<file path="src/rtl/sched_select_if.sv">
// Event and schedule bus between the event source, sched_select and the downstream scheduler.
// An event transfers on a rising edge with ev && ev_ready; a schedule transfers on a rising edge with tx && tx_ack.
interface sched_select_if #(
    parameter int CTX_W = 32,
    parameter int OUT_W = 32,
    parameter int DEPTH = 4
);
    localparam int LVL_W = $clog2(DEPTH + 1);

    logic             ev;
    logic [CTX_W-1:0] ev_context;
    logic             ev_ready;
    logic             tx;
    logic [OUT_W-1:0] scheduleOut;
    logic             tx_ack;
    logic             err;
    logic [LVL_W-1:0] level;

    modport master (
        output ev, ev_context, tx_ack,
        input  ev_ready, tx, scheduleOut, err, level
    );

    modport slave (
        input  ev, ev_context, tx_ack,
        output ev_ready, tx, scheduleOut, err, level
    );
endinterface

</file>
<file path="src/rtl/sched_select.sv">
// Buffers event selector fields in a FIFO, decodes them one at a time and presents
// the resulting schedule ID under a tx/tx_ack handshake; invalid selectors pulse err.
module sched_select #(
    parameter int CTX_W     = 32,
    parameter int SEL_W     = 3,
    parameter int OUT_W     = 32,
    parameter int DEPTH     = 4,
    parameter int PRIO_MODE = 0
) (
    input  logic               clk,
    input  logic               rst,
    sched_select_if.slave      bus,
    output logic [1:0]         o_dbg_state
);
    localparam int AW    = $clog2(DEPTH);
    localparam int LVL_W = $clog2(DEPTH + 1);

    typedef enum logic [1:0] {
        IDLE    = 2'd0,
        LOAD    = 2'd1,
        PRESENT = 2'd2
    } state_t;

    state_t           r_state;
    state_t           w_state_nxt;
    logic [SEL_W-1:0] r_fifo [DEPTH];
    logic [AW-1:0]    r_wptr;
    logic [AW-1:0]    r_rptr;
    logic [LVL_W-1:0] r_level;
    logic [SEL_W-1:0] r_dec;
    logic             r_tx;
    logic             r_err;
    logic [OUT_W-1:0] r_sched;

    logic             w_push;
    logic             w_pop;
    logic             w_seen;
    logic             w_multi;
    logic             w_valid;
    logic [OUT_W-1:0] w_id;
    logic             w_tx_nxt;
    logic             w_err_nxt;
    logic [OUT_W-1:0] w_sched_nxt;

    assign bus.ev_ready    = (r_level != LVL_W'(DEPTH));
    assign bus.tx          = r_tx;
    assign bus.scheduleOut = r_sched;
    assign bus.err         = r_err;
    assign bus.level       = r_level;
    assign o_dbg_state     = r_state;

    assign w_push = bus.ev && bus.ev_ready;

    // Scanning low to high leaves w_id at the highest set bit.
    always_comb begin
        w_seen  = 1'b0;
        w_multi = 1'b0;
        w_id    = '0;
        for (int k = 0; k < SEL_W; k++) begin
            if (r_dec[k]) begin
                if (w_seen) w_multi = 1'b1;
                w_seen = 1'b1;
                w_id   = OUT_W'(k + 1);
            end
        end
        w_valid = (PRIO_MODE == 0) ? (w_seen && !w_multi) : w_seen;
    end

    always_comb begin
        w_state_nxt = r_state;
        w_tx_nxt    = r_tx;
        w_sched_nxt = r_sched;
        w_err_nxt   = 1'b0;
        w_pop       = 1'b0;
        case (r_state)
            IDLE: begin
                if (r_level != '0) begin
                    w_pop       = 1'b1;
                    w_state_nxt = LOAD;
                end
            end
            LOAD: begin
                if (w_valid) begin
                    w_tx_nxt    = 1'b1;
                    w_sched_nxt = w_id;
                    w_state_nxt = PRESENT;
                end else begin
                    w_err_nxt   = 1'b1;
                    w_state_nxt = IDLE;
                end
            end
            PRESENT: begin
                if (bus.tx_ack) begin
                    w_tx_nxt    = 1'b0;
                    w_sched_nxt = '0;
                    w_state_nxt = IDLE;
                end
            end
            default: w_state_nxt = IDLE;
        endcase
    end

    always_ff @(posedge clk) begin
        if (!rst) r_state <= IDLE;
        else      r_state <= w_state_nxt;
    end

    always_ff @(posedge clk) begin
        if (!rst) begin
            r_tx    <= 1'b0;
            r_sched <= '0;
            r_err   <= 1'b0;
            r_dec   <= '0;
        end else begin
            r_tx    <= w_tx_nxt;
            r_sched <= w_sched_nxt;
            r_err   <= w_err_nxt;
            if (w_pop) r_dec <= r_fifo[r_rptr];
        end
    end

    // Pointers wrap naturally because DEPTH is a power of two.
    always_ff @(posedge clk) begin
        if (!rst) begin
            r_wptr  <= '0;
            r_rptr  <= '0;
            r_level <= '0;
        end else begin
            if (w_push) r_wptr <= r_wptr + AW'(1);
            if (w_pop)  r_rptr <= r_rptr + AW'(1);
            if (w_push && !w_pop)      r_level <= r_level + LVL_W'(1);
            else if (!w_push && w_pop) r_level <= r_level - LVL_W'(1);
        end
    end

    always_ff @(posedge clk) begin
        if (rst && w_push) r_fifo[r_wptr] <= bus.ev_context[CTX_W-1 -: SEL_W];
    end
endmodule

</file>
<file path="src/flat_wrapper.sv">
// flat-port wrapper written by rule: the top's interface ports become plain ports
module sched_select_flat 
#(
    parameter int CTX_W     = 32,
    parameter int SEL_W     = 3,
    parameter int OUT_W     = 32,
    parameter int DEPTH     = 4,
    parameter int PRIO_MODE = 0
)
  (clk, rst, o_dbg_state, bus_ev, bus_ev_context, bus_tx_ack, bus_ev_ready, bus_tx, bus_scheduleOut, bus_err, bus_level);
  sched_select_if #(.CTX_W(CTX_W), .OUT_W(OUT_W), .DEPTH(DEPTH)) bus_i ();
  input  logic clk;
  input  logic rst;
  output logic [1:0] o_dbg_state;
  input wire logic [$bits(bus_i.ev)-1:0] bus_ev;
  input wire logic [$bits(bus_i.ev_context)-1:0] bus_ev_context;
  input wire logic [$bits(bus_i.tx_ack)-1:0] bus_tx_ack;
  output wire logic [$bits(bus_i.ev_ready)-1:0] bus_ev_ready;
  output wire logic [$bits(bus_i.tx)-1:0] bus_tx;
  output wire logic [$bits(bus_i.scheduleOut)-1:0] bus_scheduleOut;
  output wire logic [$bits(bus_i.err)-1:0] bus_err;
  output wire logic [$bits(bus_i.level)-1:0] bus_level;
  assign bus_i.ev = bus_ev;
  assign bus_i.ev_context = bus_ev_context;
  assign bus_i.tx_ack = bus_tx_ack;
  assign bus_ev_ready = bus_i.ev_ready;
  assign bus_tx = bus_i.tx;
  assign bus_scheduleOut = bus_i.scheduleOut;
  assign bus_err = bus_i.err;
  assign bus_level = bus_i.level;
  sched_select #(.CTX_W(CTX_W), .SEL_W(SEL_W), .OUT_W(OUT_W), .DEPTH(DEPTH), .PRIO_MODE(PRIO_MODE)) u_core (.clk(clk), .rst(rst), .bus(bus_i), .o_dbg_state(o_dbg_state));
endmodule
</file>
<file path="config.mk">
export PLATFORM = sky130hd
export DESIGN_NAME = sched_select_flat
export DESIGN_NICKNAME = d
export VERILOG_FILES = /design/src/rtl/sched_select_if.sv /design/src/rtl/sched_select.sv /design/src/flat_wrapper.sv
export SDC_FILE = /design/constraint.sdc
export NUM_CORES = 1
export LEC_CHECK = 0
export ABC_CLOCK_PERIOD_IN_PS = 6400
export CORE_AREA = 2 2 62 64
export CTS_BUF_LIST = sky130_fd_sc_hd__clkbuf_8 sky130_fd_sc_hd__clkbuf_16
export DETAILED_ROUTE_END_ITERATION = 6
export DIE_AREA = 0 0 64 66
export GPL_TIMING_DRIVEN = 0
export PLACE_DENSITY_LB_ADDON = 0.05
export SLEW_MARGIN = 30
export SYNTH_ARGS = -nofsm -noshare
export SYNTH_HDL_FRONTEND = slang
export SYNTH_SLANG_ARGS = --single-unit
</file>
<file path="constraint.sdc">
create_clock -name clk -period 6.4 [get_ports clk]
set_input_delay 0.96 -clock clk [delete_from_list [all_inputs] [get_ports clk]]
set_output_delay 0.96 -clock clk [all_outputs]
set_load 0.01 [all_outputs]
</file>
==> impl_metrics.toml <==
[logic_synthesis]
most_frequent_cell_after_synthesis = "sky130_fd_sc_hd__buf_4"
synth_seq_cells = 28
synth.largest_area_cell = "sky130_fd_sc_hd__edfxtp_1"
synth-edff-count = 12
synth_seq_area_share = 0.4568
synthDominantCellAreaShare = 0.2418
ys_async_sr_fraction = 0
most_used_flip_flop_cell_after_synthesis = "sky130_fd_sc_hd__dfxtp_1"
synthCells = 131
post_synth_num_cell_types = 32
post_synthesis_instance_area_um2 = 1490
post_synth_most_frequent_cells = "sky130_fd_sc_hd__buf_4, sky130_fd_sc_hd__dfxtp_1, sky130_fd_sc_hd__edfxtp_1"
syn-mean-instance-area_um2 = 11.38
synth_warnings = 0
synthTopCellsByArea = "sky130_fd_sc_hd__edfxtp_1, sky130_fd_sc_hd__dfxtp_1, sky130_fd_sc_hd__buf_4"

[cts]
postCtsResizedCells = 0
tritoncts = "built"
hold_buffers = 0
clk_root_buffer_cell = "sky130_fd_sc_hd__clkbuf_8"
cts.htree.levels = 1
post_cts_setup_inserts = 0
cts.clk_slew.worst_paths_ns = 0.09
cts_sinks = 28
insertion_delay_ns = 0.27
cts_made_buffers = 3
longest_clk_path_bufs = 2

[place]
detailed_place_hpwl_um = 1898
gpl.final_weighted_congestion = 0.7036
portBuffers = 16

[routing]
antenna_left = 0
drc_markers = 0
drtIter0Drc = 64
detailroute.via_count = 933
detail_route.first_pass.iterations = 4
vias_per_cell = 4.092
post_detailed_route_wirelength_per_cell_um = 10.43
detail_route.wirelength_um = 2377

[power_and_ir_drop]
total_leakage_power_nw = 0.8473
internal-power_uw = 451.3
worst_supply_voltage_drop_on_vdd_mv = 0.2069
share_seq_of_total_power = 0.406
power.density_cell_area_nw_per_um2 = 352.9
p_clk_frac = 0.207
netSwitchingFraction = 0.3236
net-switching-power_uw = 215.9
finalPower_uw = 667.2
power.combinational.fraction = 0.386

[grt]
grt_overflow_total = 0
groute.usage.overall = 0.1195
grt_first_pass_wirelength_um = 3967
antenna_found_initial = 0
grt_start_max_net_pins = 17
first_global_vias = 879

[sta]
max_slew_margin = 0.6282
whs_ns = 0.4562
timing.final.setup_violations = 0
timing.final.hold_violations = 0
timing.final.crit_period_ns = 2.813
worstMarginPinSlew_ns = 0.5547
timing.setup.tns_ns = 0
clock_skew_ns = 0.001688
max_freq_mhz = 355.5
drv_slew = 0
post-route-period-util = 0.4396
setup_repair_after_global_routing_missed_its_margin = "no"

[floorplanning]
placement_row_count = 22
die_width_um = 64
initial_core_util = 0.4197
die_height_um = 66
io_pins = 76
coreArea_um2 = 3551
fp.dieArea_um2 = 4224

[setup_path]
crit_type = "input port to flip-flop"
required_time_at_the_endpoint_of_the_critical_path_ns = 6.60
critical_path.max_stage_delay_ns = 0.46
timing.critical_path.to_type = "flip-flop"
timing.critical_path.slowest_stage_cell = "sky130_fd_sc_hd__clkdlybuf4s50_1"
worstPathArrival_ns = 3.02
critical_path.startpoint_type = "input port"
critical_path.cell_chain = "clkdlybuf4s50_1 > a21boi_2 > ha_1 > inv_1 > fa_1 > xor2_1 > or3_1 > a21boi_0"
timing.critical_path.fanout_max = 7
r2r_slack_ns = 4.16

[min_path]
min-delay-path-class = "flip-flop to flip-flop"

[layout]
area_growth_syn_to_layout_pct = 26.87
layout.filler_cells = 320
regArea_um2 = 680.7
finish.net_count = 223
multi_input_area_um2 = 666.9
final_core_utilization = 0.5324
final_antenna_diode_count = 0
post_route_cells_drive_above_1_share = 0.2333

[outcome]
outcome = "finished, final reports clean"

[job]
timing.max_cap.violations = 0
==> power groups by stage <==
| stage | Combinational [mW] | Clock (mW) | Sequential, mW |
|---|---|---|---|
| floorplan | 0.182 | 0 | 0.274 |
| global placement | 0.253 | 0 | 0.274 |
| detailed placement | 0.258 | 0 | 0.276 |
| CTS | 0.259 | 0.141 | 0.272 |
| global route | 0.290 | 0.149 | 0.279 |
| finish | 0.258 | 0.138 | 0.271 |
==> metal layers <==
layer / wire (um) / vias up / track usage / part of all wire
li1: - / 486 / - / -
met2: 1229 / 22 / 0.2227 / 0.52
met4: 0 / 0 / 0.02446 / 0
met5: 0 / - / 0 / 0
met1: 1029 / 425 / 0.1416 / 0.43
met3: 118 / 0 / 0.02385 / 0.050
==> sequential cells by signal (all words and copies together) (netlist names) <==
name	cells
u_core.r_fifo	12
u_core.bus.level	3
u_core.bus.tx	1
u_core.o_dbg_state	2
u_core.bus.scheduleOut	2
u_core.r_dec	3
u_core.r_wptr	2
u_core.bus.err	1
u_core.r_rptr	2
==> cell families (layout without fill, tap and decap cells) <==
| kind of cell | Yosys count | in the layout | share of synthesized area |
|---|---|---|---|
| AO/OA/AOI/OAI | 12 | 12 | 0.06045 |
| XOR/XNOR | 6 | 6 | 0.03526 |
| adder cells (fa/ha/maj) | 6 | 6 | 0.05542 |
| buffers and inverters | 37 | 57 | 0.1688 |
| flip-flops | 28 | 28 | 0.4568 |
| multiplexers | 9 | 9 | 0.08564 |
| other | 1 | 30 | 0.002516 |
| AND/OR/NAND/NOR | 32 | 32 | 0.1352 |
==> critical path, delay by kind of cell <==
family / cells / cell delay, ns
buf+inv: 2 / 0.52
compound gates: 2 / 0.46
xor+xnor: 1 / 0.16
simple gates: 1 / 0.30
fa+ha+maj: 2 / 0.62
==> path summary, 6_finish.rpt <==
path                            depth (start not counted)                       from                        end
worst max-delay path                                    8                     bus_ev        u_core.bus.level[2]
worst min-delay path                                    2  u_core.bus.scheduleOut[0]  u_core.bus.scheduleOut[0]
worst min register to register                          2  u_core.bus.scheduleOut[0]  u_core.bus.scheduleOut[0]
worst max register to register                          9        u_core.bus.level[0]        u_core.bus.level[2]
==> stage by stage <==
stage	cells	setup slack, ns	area (um^2)
4_1_cts	228	3.594	1891
5_1_grt	228	3.426	1891
2_1_floorplan	160	3.902	1599
6_report	228	3.587	1891
3_3_place_gp	224	3.339	1819
3_5_place_dp	224	3.319	1819
==> placed cells by master (no fill, tap or decap), types with 2 or more instances in the layout <==
master                             n
sky130_fd_sc_hd__buf_4            30
sky130_fd_sc_hd__conb_1           30
sky130_fd_sc_hd__clkdlybuf4s50_1  16
sky130_fd_sc_hd__dfxtp_1          16
sky130_fd_sc_hd__edfxtp_1         12
sky130_fd_sc_hd__and3_1            6
sky130_fd_sc_hd__nor2b_1           6
sky130_fd_sc_hd__mux2i_1           6
sky130_fd_sc_hd__inv_1             5
sky130_fd_sc_hd__and2_1            5
sky130_fd_sc_hd__ha_1              5
sky130_fd_sc_hd__xor2_1            4
sky130_fd_sc_hd__nor2_1            3
sky130_fd_sc_hd__o21ai_0           3
sky130_fd_sc_hd__nand2_1           3
sky130_fd_sc_hd__a21boi_0          3
sky130_fd_sc_hd__mux4_2            3
sky130_fd_sc_hd__clkbuf_8          3
sky130_fd_sc_hd__clkbuf_1          2
sky130_fd_sc_hd__or3_1             2
sky130_fd_sc_hd__a21oi_1           2
sky130_fd_sc_hd__xnor2_1           2
==> final cells by class <==
cell class,instances,share of cell area
sequential,28,0.3600
multi-input combinational,95,0.3527
buffer,32,0.1231
timing repair buffer,16,0.08471
tap,48,0.03177
clock buffer,3,0.02184
clock inverter,1,0.01588
inverter,5,0.009927
Power figures use the tool's default switching activity.
